==> src/rtl/fetch_seq_ctrl.sv <==
// fetch_seq_ctrl -- instruction fetch sequencer between the PC and the I-cache.
//
// Keeps the fetch PC, issues one cache request at a time, presents the returned
// word (or an ADEF fault for a misaligned PC) to decode, and handles
// branch/exception redirects, including dropping data for abandoned requests.
//
// Ports:
//   clk, rst                 clock, asynchronous active-high reset
//   pause_i                  downstream stall; presented entry not consumed
//   exception_flush_i/_pc_i  exception/ertn redirect and its target
//   is_branch_i/target_i     branch redirect and its target
//   inst_req_o, inst_addr_o  cache request and address (= fetch_pc)
//   inst_addr_ok_i           cache accepted the request
//   inst_data_ok_i, rdata_i  cache returns the word
//   inst_valid_o             entry (instruction or fault) valid for decode
//   inst_pc_o, inst_o        PC and word of the presented entry
//   adef_o                   presented entry is an address-error fault
module fetch_seq_ctrl #(
    parameter logic [31:0] RESET_PC = 32'h1C000000
) (
    input  logic        clk,
    input  logic        rst,
    input  logic        pause_i,
    input  logic        exception_flush_i,
    input  logic [31:0] exception_pc_i,
    input  logic        is_branch_i,
    input  logic [31:0] branch_target_i,
    output logic        inst_req_o,
    output logic [31:0] inst_addr_o,
    input  logic        inst_addr_ok_i,
    input  logic        inst_data_ok_i,
    input  logic [31:0] inst_rdata_i,
    output logic        inst_valid_o,
    output logic [31:0] inst_pc_o,
    output logic [31:0] inst_o,
    output logic        adef_o
);

    typedef enum logic [2:0] {
        S_IDLE,
        S_REQ,
        S_WAIT,
        S_DISCARD,
        S_HOLD,
        S_FAULT
    } state_t;

    state_t      state;
    state_t      nxt_state;
    logic [31:0] fetch_pc;
    logic [31:0] nxt_pc;
    logic        redirect;
    logic [31:0] target;
    logic        capture;

    // State entered when a new fetch PC is ready to be issued.
    function automatic state_t issue_state(input logic [31:0] pc);
        return (pc[1:0] != 2'b00) ? S_FAULT : S_REQ;
    endfunction

    assign redirect    = exception_flush_i | is_branch_i;
    assign target      = exception_flush_i ? exception_pc_i : branch_target_i;
    assign inst_addr_o = fetch_pc;

    always_comb begin
        nxt_state = state;
        nxt_pc    = fetch_pc;
        capture   = 1'b0;
        case (state)
            S_IDLE: begin
                nxt_state = issue_state(fetch_pc);
            end
            S_REQ: begin
                if (redirect) begin
                    nxt_pc = target;
                    // An accepted request still owes us a data_ok; drain it first.
                    nxt_state = inst_addr_ok_i ? S_DISCARD : issue_state(target);
                end else if (inst_addr_ok_i) begin
                    nxt_state = S_WAIT;
                end
            end
            S_WAIT: begin
                if (redirect) begin
                    nxt_pc    = target;
                    nxt_state = inst_data_ok_i ? issue_state(target) : S_DISCARD;
                end else if (inst_data_ok_i) begin
                    capture   = 1'b1;
                    nxt_state = S_HOLD;
                end
            end
            S_DISCARD: begin
                if (redirect) begin
                    nxt_pc = target;
                end
                if (inst_data_ok_i) begin
                    nxt_state = issue_state(redirect ? target : fetch_pc);
                end
            end
            S_HOLD: begin
                if (redirect) begin
                    nxt_pc    = target;
                    nxt_state = issue_state(target);
                end else if (!pause_i) begin
                    nxt_pc    = fetch_pc + 32'd4;
                    nxt_state = issue_state(fetch_pc + 32'd4);
                end
            end
            S_FAULT: begin
                if (redirect) begin
                    nxt_pc    = target;
                    nxt_state = issue_state(target);
                end
            end
            default: begin
                nxt_state = S_IDLE;
            end
        endcase
    end

    // Outputs are registered from the next state so they line up with `state`.
    always_ff @(posedge clk or posedge rst) begin
        if (rst) begin
            state        <= S_IDLE;
            fetch_pc     <= RESET_PC;
            inst_req_o   <= 1'b0;
            inst_valid_o <= 1'b0;
            adef_o       <= 1'b0;
            inst_pc_o    <= '0;
            inst_o       <= '0;
        end else begin
            state        <= nxt_state;
            fetch_pc     <= nxt_pc;
            inst_req_o   <= (nxt_state == S_REQ);
            inst_valid_o <= (nxt_state == S_HOLD) || (nxt_state == S_FAULT);
            adef_o       <= (nxt_state == S_FAULT);
            if (capture) begin
                inst_pc_o <= fetch_pc;
                inst_o    <= inst_rdata_i;
            end else if (nxt_state == S_FAULT) begin
                inst_pc_o <= nxt_pc;
                inst_o    <= '0;
            end
        end
    end

endmodule

==> config.mk <==
export PLATFORM = sky130hd
export DESIGN_NAME = fetch_seq_ctrl
export DESIGN_NICKNAME = d
export VERILOG_FILES = /design/src/rtl/fetch_seq_ctrl.sv
export SDC_FILE = /design/constraint.sdc
export NUM_CORES = 1
export LEC_CHECK = 0
export ABC_AREA = 1
export CAP_MARGIN = 20
export CORE_MARGIN = 2
export CORE_UTILIZATION = 45
export DETAILED_ROUTE_END_ITERATION = 10
export DONT_BUFFER_PORTS = 1
export HOLD_SLACK_MARGIN = 0.12
export PLACE_DENSITY_LB_ADDON = 0.2
export SYNTH_ARGS = -nofsm -noshare
export SYNTH_HDL_FRONTEND = slang
export SYNTH_SLANG_ARGS = --single-unit
==> constraint.sdc <==
create_clock -name clk -period 5.22 [get_ports clk]
set_input_delay 0.261 -clock clk [delete_from_list [all_inputs] [get_ports clk]]
set_output_delay 0.261 -clock clk [all_outputs]
set_load 0.02 [all_outputs]
-- After elaboration in Yosys (flattened, before gate mapping)
Cells that the tools add are included.
- flip-flop bits (word level): 102
- input bits: 103
- word-level logic and storage cells: 52
- add/sub/neg operators: 1
- equal/unequal tests: 8
- muxes and demuxes: 27
- bitwise logic cells: 1
- reduce and logical (&&, ||, !) cells: 8
- operator list (kind ; number):
    two-way mux 32 bit ; 8
    one-hot mux 32 bit (2 select lines) ; 1
    two-way mux 3 bit ; 14
    adder 32 x 3 -> 32 bit (second input constant) ; 1
    one-hot mux 3 bit (6 select lines) ; 1
    equality test 3 bit (second input constant) ; 4
    nonzero test 2 bit ; 5
    equality test 3 x 1 -> 1 bit (second input constant) ; 2
    equality test 3 x 2 -> 1 bit (second input constant) ; 2
    OR reduction 4 bit ; 1
    zero test 3 bit ; 1
    two-way mux 1 bit ; 3
    logical OR 1 bit ; 1
    bitwise OR 1 bit ; 1

-- Logic depth before layout (Yosys ltp)
- word-level depth: 9
- depth in mapped cells: 14

-- Worst setup path after synthesis
Ideal clock, no wire load.
- kind: flip-flop to flip-flop
- from: reg fetch_pc[3], in the netlist inst_addr_o[3]
- to: reg inst_pc_o[30]
- library setup time: 117 ps
- arrival: 1566 ps
- setup slack: 3537 ps
- cell stages (with the launch flop): 13
- period minus slack after synthesis: 1683 ps
- cell sequence: dfrtp_1 > ha_1 > inv_1 > nor2_1 > nand3_1 > nor2_1 > nand2_1 > nand2_1 > nand3_1 > nand2_1 > nand2_1 > nand2_1 > nand2_1
- longest elaborated chain between the ends: 6
- ends and longest elaborated chain (element ; line ; source):
    from (decl) ; 50 ; logic [31:0] fetch_pc;
    from (signal assigned) ; 132 ; fetch_pc <= nxt_pc;
    adder 32 x 3 -> 32 bit ; -- ;
    two-way mux 32 bit ; 103 ; end else if (!pause_i) begin
    two-way mux 32 bit ; 100 ; if (redirect) begin
    one-hot mux 32 bit (2 select lines) ; 69 ; case (state)
    net nxt_pc[30] ; 51 ; logic [31:0] nxt_pc;
    two-way mux 32 bit ; 139 ; end else if (nxt_state == S_FAULT) begin
    two-way mux 32 bit ; 136 ; if (capture) begin
    to (signal assigned) ; 137 ; inst_pc_o <= fetch_pc;
    to (signal assigned) ; 140 ; inst_pc_o <= nxt_pc;
    to (decl) ; 34 ; output logic [31:0] inst_pc_o,
The timed path passes the listed nets, and every way through them passes these cells. The select of a mux whose other input is x is not followed.
A chain may end at the register's enable or synchronous reset.

-- Final worst setup path
- from: reg state[1]
- to: reg inst_pc_o[27]
- elaborated cells on any way between the ends: 22
- RTL lines (element ; line ; source):
    from (decl) ; 48 ; state_t state;
    from (signal assigned) ; 131 ; state <= nxt_state;
    equality test 3 bit (tied with other cells) ; 69 ;
    one-hot mux 3 bit (6 select lines) (*) ; 69 ;
    net nxt_state[2] ; 49 ; state_t nxt_state;
    equality test 3 bit (*) ; 139 ;
    nonzero test 2 bit (no source line) (*) ; -- ;
The timed path passes the listed nets; every way through them passes the cells marked *. The select of a mux whose other input is x is not followed.

==> impl_metrics.csv <==
group,metric,value,unit
die,dieArea,14400,um^2
global_routing,grt_start_max_net_pins,71,
setup_path,crit_fanout,66,
yosys,synth_area,6050,um^2
route,drt-wirelength-per-cell,17.8,um
global_routing,grt_util_met1,0.335,
yosys,avgSynthCellArea,7.26,um^2
clocking,cts_made_buffers,9,
setup_path,cp_common_cell,"nand2_1",
yosys,synth.largest_area_cell,"dfrtp_1",
route,vias_per_cell,5.47,
die,ioPinCount,202,
sta,rsz0062_at_grt,"no",
route,antenna_left,0,
setup_path,reg2reg_depth,11,
global_routing,grt_busiest_layer,"met2",
global_routing,grt_first_pass_wirelength,28700,um
sta,fin_crit,3060,ps
sta,period_share,0.587,
finish,mostFrequentLayoutCell,"nand2_1",
yosys,yosysWarnings,0,
outcome,status,"finished clean",
run,max_cap_viol_count,0,
pwr,leakage,3.38,nW
yosys,netlist-cell-type-count,44,
sta,holdWs,183,ps
yosys,syn-num-nets,937,
setup_path,reg2reg_from,"state[1]",
route,drc,0,
clocking,clkLatencyLatePin,360,ps
sta,worst_pin_slew,917,ps
setup_path,cp_slowest_stage_delay,700,ps
sta,clock.fmax,326,MHz
clocking,clock-root-buffer,"clkbuf_16",
clocking,cts_resized,0,
finish,area_growth,10.6,%
setup_path,reg2reg_to,"inst_pc_o[27]",
setup_path,critPathKind,"flop to flop",
placed_design,routabilityCongestion,0.864,
setup_path,crit_arrival,3360,ps
finish,num_antenna_cells,0,
die,start_util,0.459,
global_routing,antenna_found_initial,0,
die,core,13200,um^2
setup_path,critical-path-slowest-cell,"nand2_2",
finish,layout_common_cells,"nand2_1, dfrtp_1, nand3_1, inv_1, nor2_1",
pwr,ir_worst_vdd,483,uV
route,first_iter_violations,373,
sta,slew_viol_final,0,
global_routing,grt.met2_usage,0.401,
yosys,synth-seq-cells,102,
pwr,p_per_area,657,nW/um^2
clocking,clock_sinks,102,
sta,setup_viol,0,
finish,num-fill-cells,1288,
setup_path,worstPathRequired,5520,ps
setup_path,crit_path_end_kind,"flop",
route,vias,5587,
setup_path,cp-startpoint,"state[1]",
sta,slew_headroom,0.388,
clocking,clk_path_buf_depth,2,
sta,setup_tns,0,ps
global_routing,grt_pass1_vias,5322,
global_routing,gr-total-overflow,0,
setup_path,rrSetupSlack,2160,ps
placed_design,hpwl,12700,um
setup_path,path_cells,"inv_2, nand2_2, nor2_4, nand2_1, nand3_1, nand2_1, nand3_4, nand2_4, nand2_2, nand3_1, nand2_1",
sta,clock_skew,5.07,ps
clocking,clk_pin_slew,70,ps
placed_design,portBuffers,0,
clocking,cts_tree,"done",
clocking,htreeDepth,3,
setup_path,start_kind,"flop",
die,rows,42,
finish,nets,944,
route,wl,18200,um
sta,hold_violations,0,
global_routing,met3_usage,0.0837,
global_routing,gr-usage-all-layers,0.256,
hold_path,hold_path.class,"input port to flop",
yosys,ys_seq_area_frac,0.422,
die,chipHeight,120,um
finish,drive_gt1_frac,0.0805,
route,drt_pass1_iterations,7,
hold_path,hold_path_depth,4,
die,die_width,120,um
yosys,synthTopCellsByArea,"dfrtp_1, nand2_1, nand3_1",
yosys,synth.top_cell.area_share,0.409,
yosys,syn_inst,833,
setup_path,crit_end,"inst_pc_o[27]",
stage by stage:
| step | setup WS [ps] | area [um^2] | cells | power, mW | util |
|---|---|---|---|---|---|
| 3_5_place_dp | 2050 | 6040 | 972 | 3.64 | 0.458 |
| 6_report | 2160 | 6690 | 1021 | 4.40 | 0.507 |
| 3_3_place_gp | 2150 | 6040 | 972 | 3.60 | 0.458 |
| 5_1_grt | 1840 | 6690 | 1021 | 4.75 | 0.507 |
| 4_1_cts | 2120 | 6690 | 1021 | 4.42 | 0.507 |
| 2_1_floorplan | 2290 | 6050 | 833 | 3.28 | - |
logic make-up after synthesis:
family / Yosys count / synth area share
adder cells (fa/ha/maj): 1 / 0.00207
AO/OA/AOI/OAI: 88 / 0.0848
flip-flops: 102 / 0.422
buffers and inverters: 117 / 0.0904
XOR/XNOR: 2 / 0.00290
multiplexers: 7 / 0.0116
AND/OR/NAND/NOR: 516 / 0.386
cell usage after synthesis, drive strengths merged:
library cell,n
o21a,1
o21bai,1
or2,2
a21boi,2
dfstp,3
o22ai,14
buf,25
and3,3
ha,1
o21ai,48
nand4,11
clkbuf,14
a21oi,15
nor4,1
o211ai,5
mux2i,7
nand2,308
nor2,65
dfrtp,99
o221ai,1
nor3,5
nand3b,5
inv,78
xor2,2
nand3,116
a22oi,1
sequential cells by signal (all words and copies together), names as in the netlist:
name	cells
inst_valid_o	1
inst_req_o	1
state	3
inst_pc_o	32
inst_o	32
adef_o	1
inst_addr_o	32
worst min path at each step:
stage | slack (ps) | end | from
2_1_floorplan | 380 | inst_o[19] | inst_rdata_i[19]
3_3_place_gp | 150 | inst_o[23] | rst
3_5_place_dp | 150 | inst_o[21] | rst
4_1_cts | 170 | inst_addr_o[2] | branch_target_i[2]
5_1_grt | 200 | inst_addr_o[5] | pause_i
6_report | 180 | inst_addr_o[14] | exception_flush_i
routing by layer:
metal	part of all wire	up-vias	wire length [um]
met2	0.46	264	8300
met1	0.42	2600	7620
li1	-	2702	-
met4	0.017	0	314
met5	0	-	0
met3	0.11	21	1980
critical path: cells and delay by family, from the launching register on:
family	cells	cell delay [ps]
simple gates	10	2370
buf+inv	1	150
flops	1	440
power by group:
| group | leakage [nW] | internal (mW) | total (mW) | switching, mW |
|---|---|---|---|---|
| sequential | 1.28 | 1.10 | 1.82 | 0.714 |
| combinational | 1.94 | 0.538 | 1.83 | 1.29 |
| clock | 0.155 | 0.425 | 0.749 | 0.324 |
| total | 3.38 | 2.07 | 4.40 | 2.33 |
timing repair:
action                                  CTS  global route
hold buffers                             33             0
endpoints found under the setup margin    0             0
setup buffers                             0             0
endpoints found under the hold margin    64             0
final cells by class:
| class | count | area (um^2) | area share |
|---|---|---|---|
| timing repair buffer | 35 | 345 | 0.0516 |
| multi-input combinational | 614 | 2950 | 0.441 |
| sequential | 102 | 2560 | 0.382 |
| tap | 176 | 220 | 0.0329 |
| inverter | 78 | 298 | 0.0445 |
| clock buffer | 10 | 229 | 0.0342 |
| clock inverter | 6 | 92.6 | 0.0138 |
No activity file was read; power rests on OpenSTA's default activity.
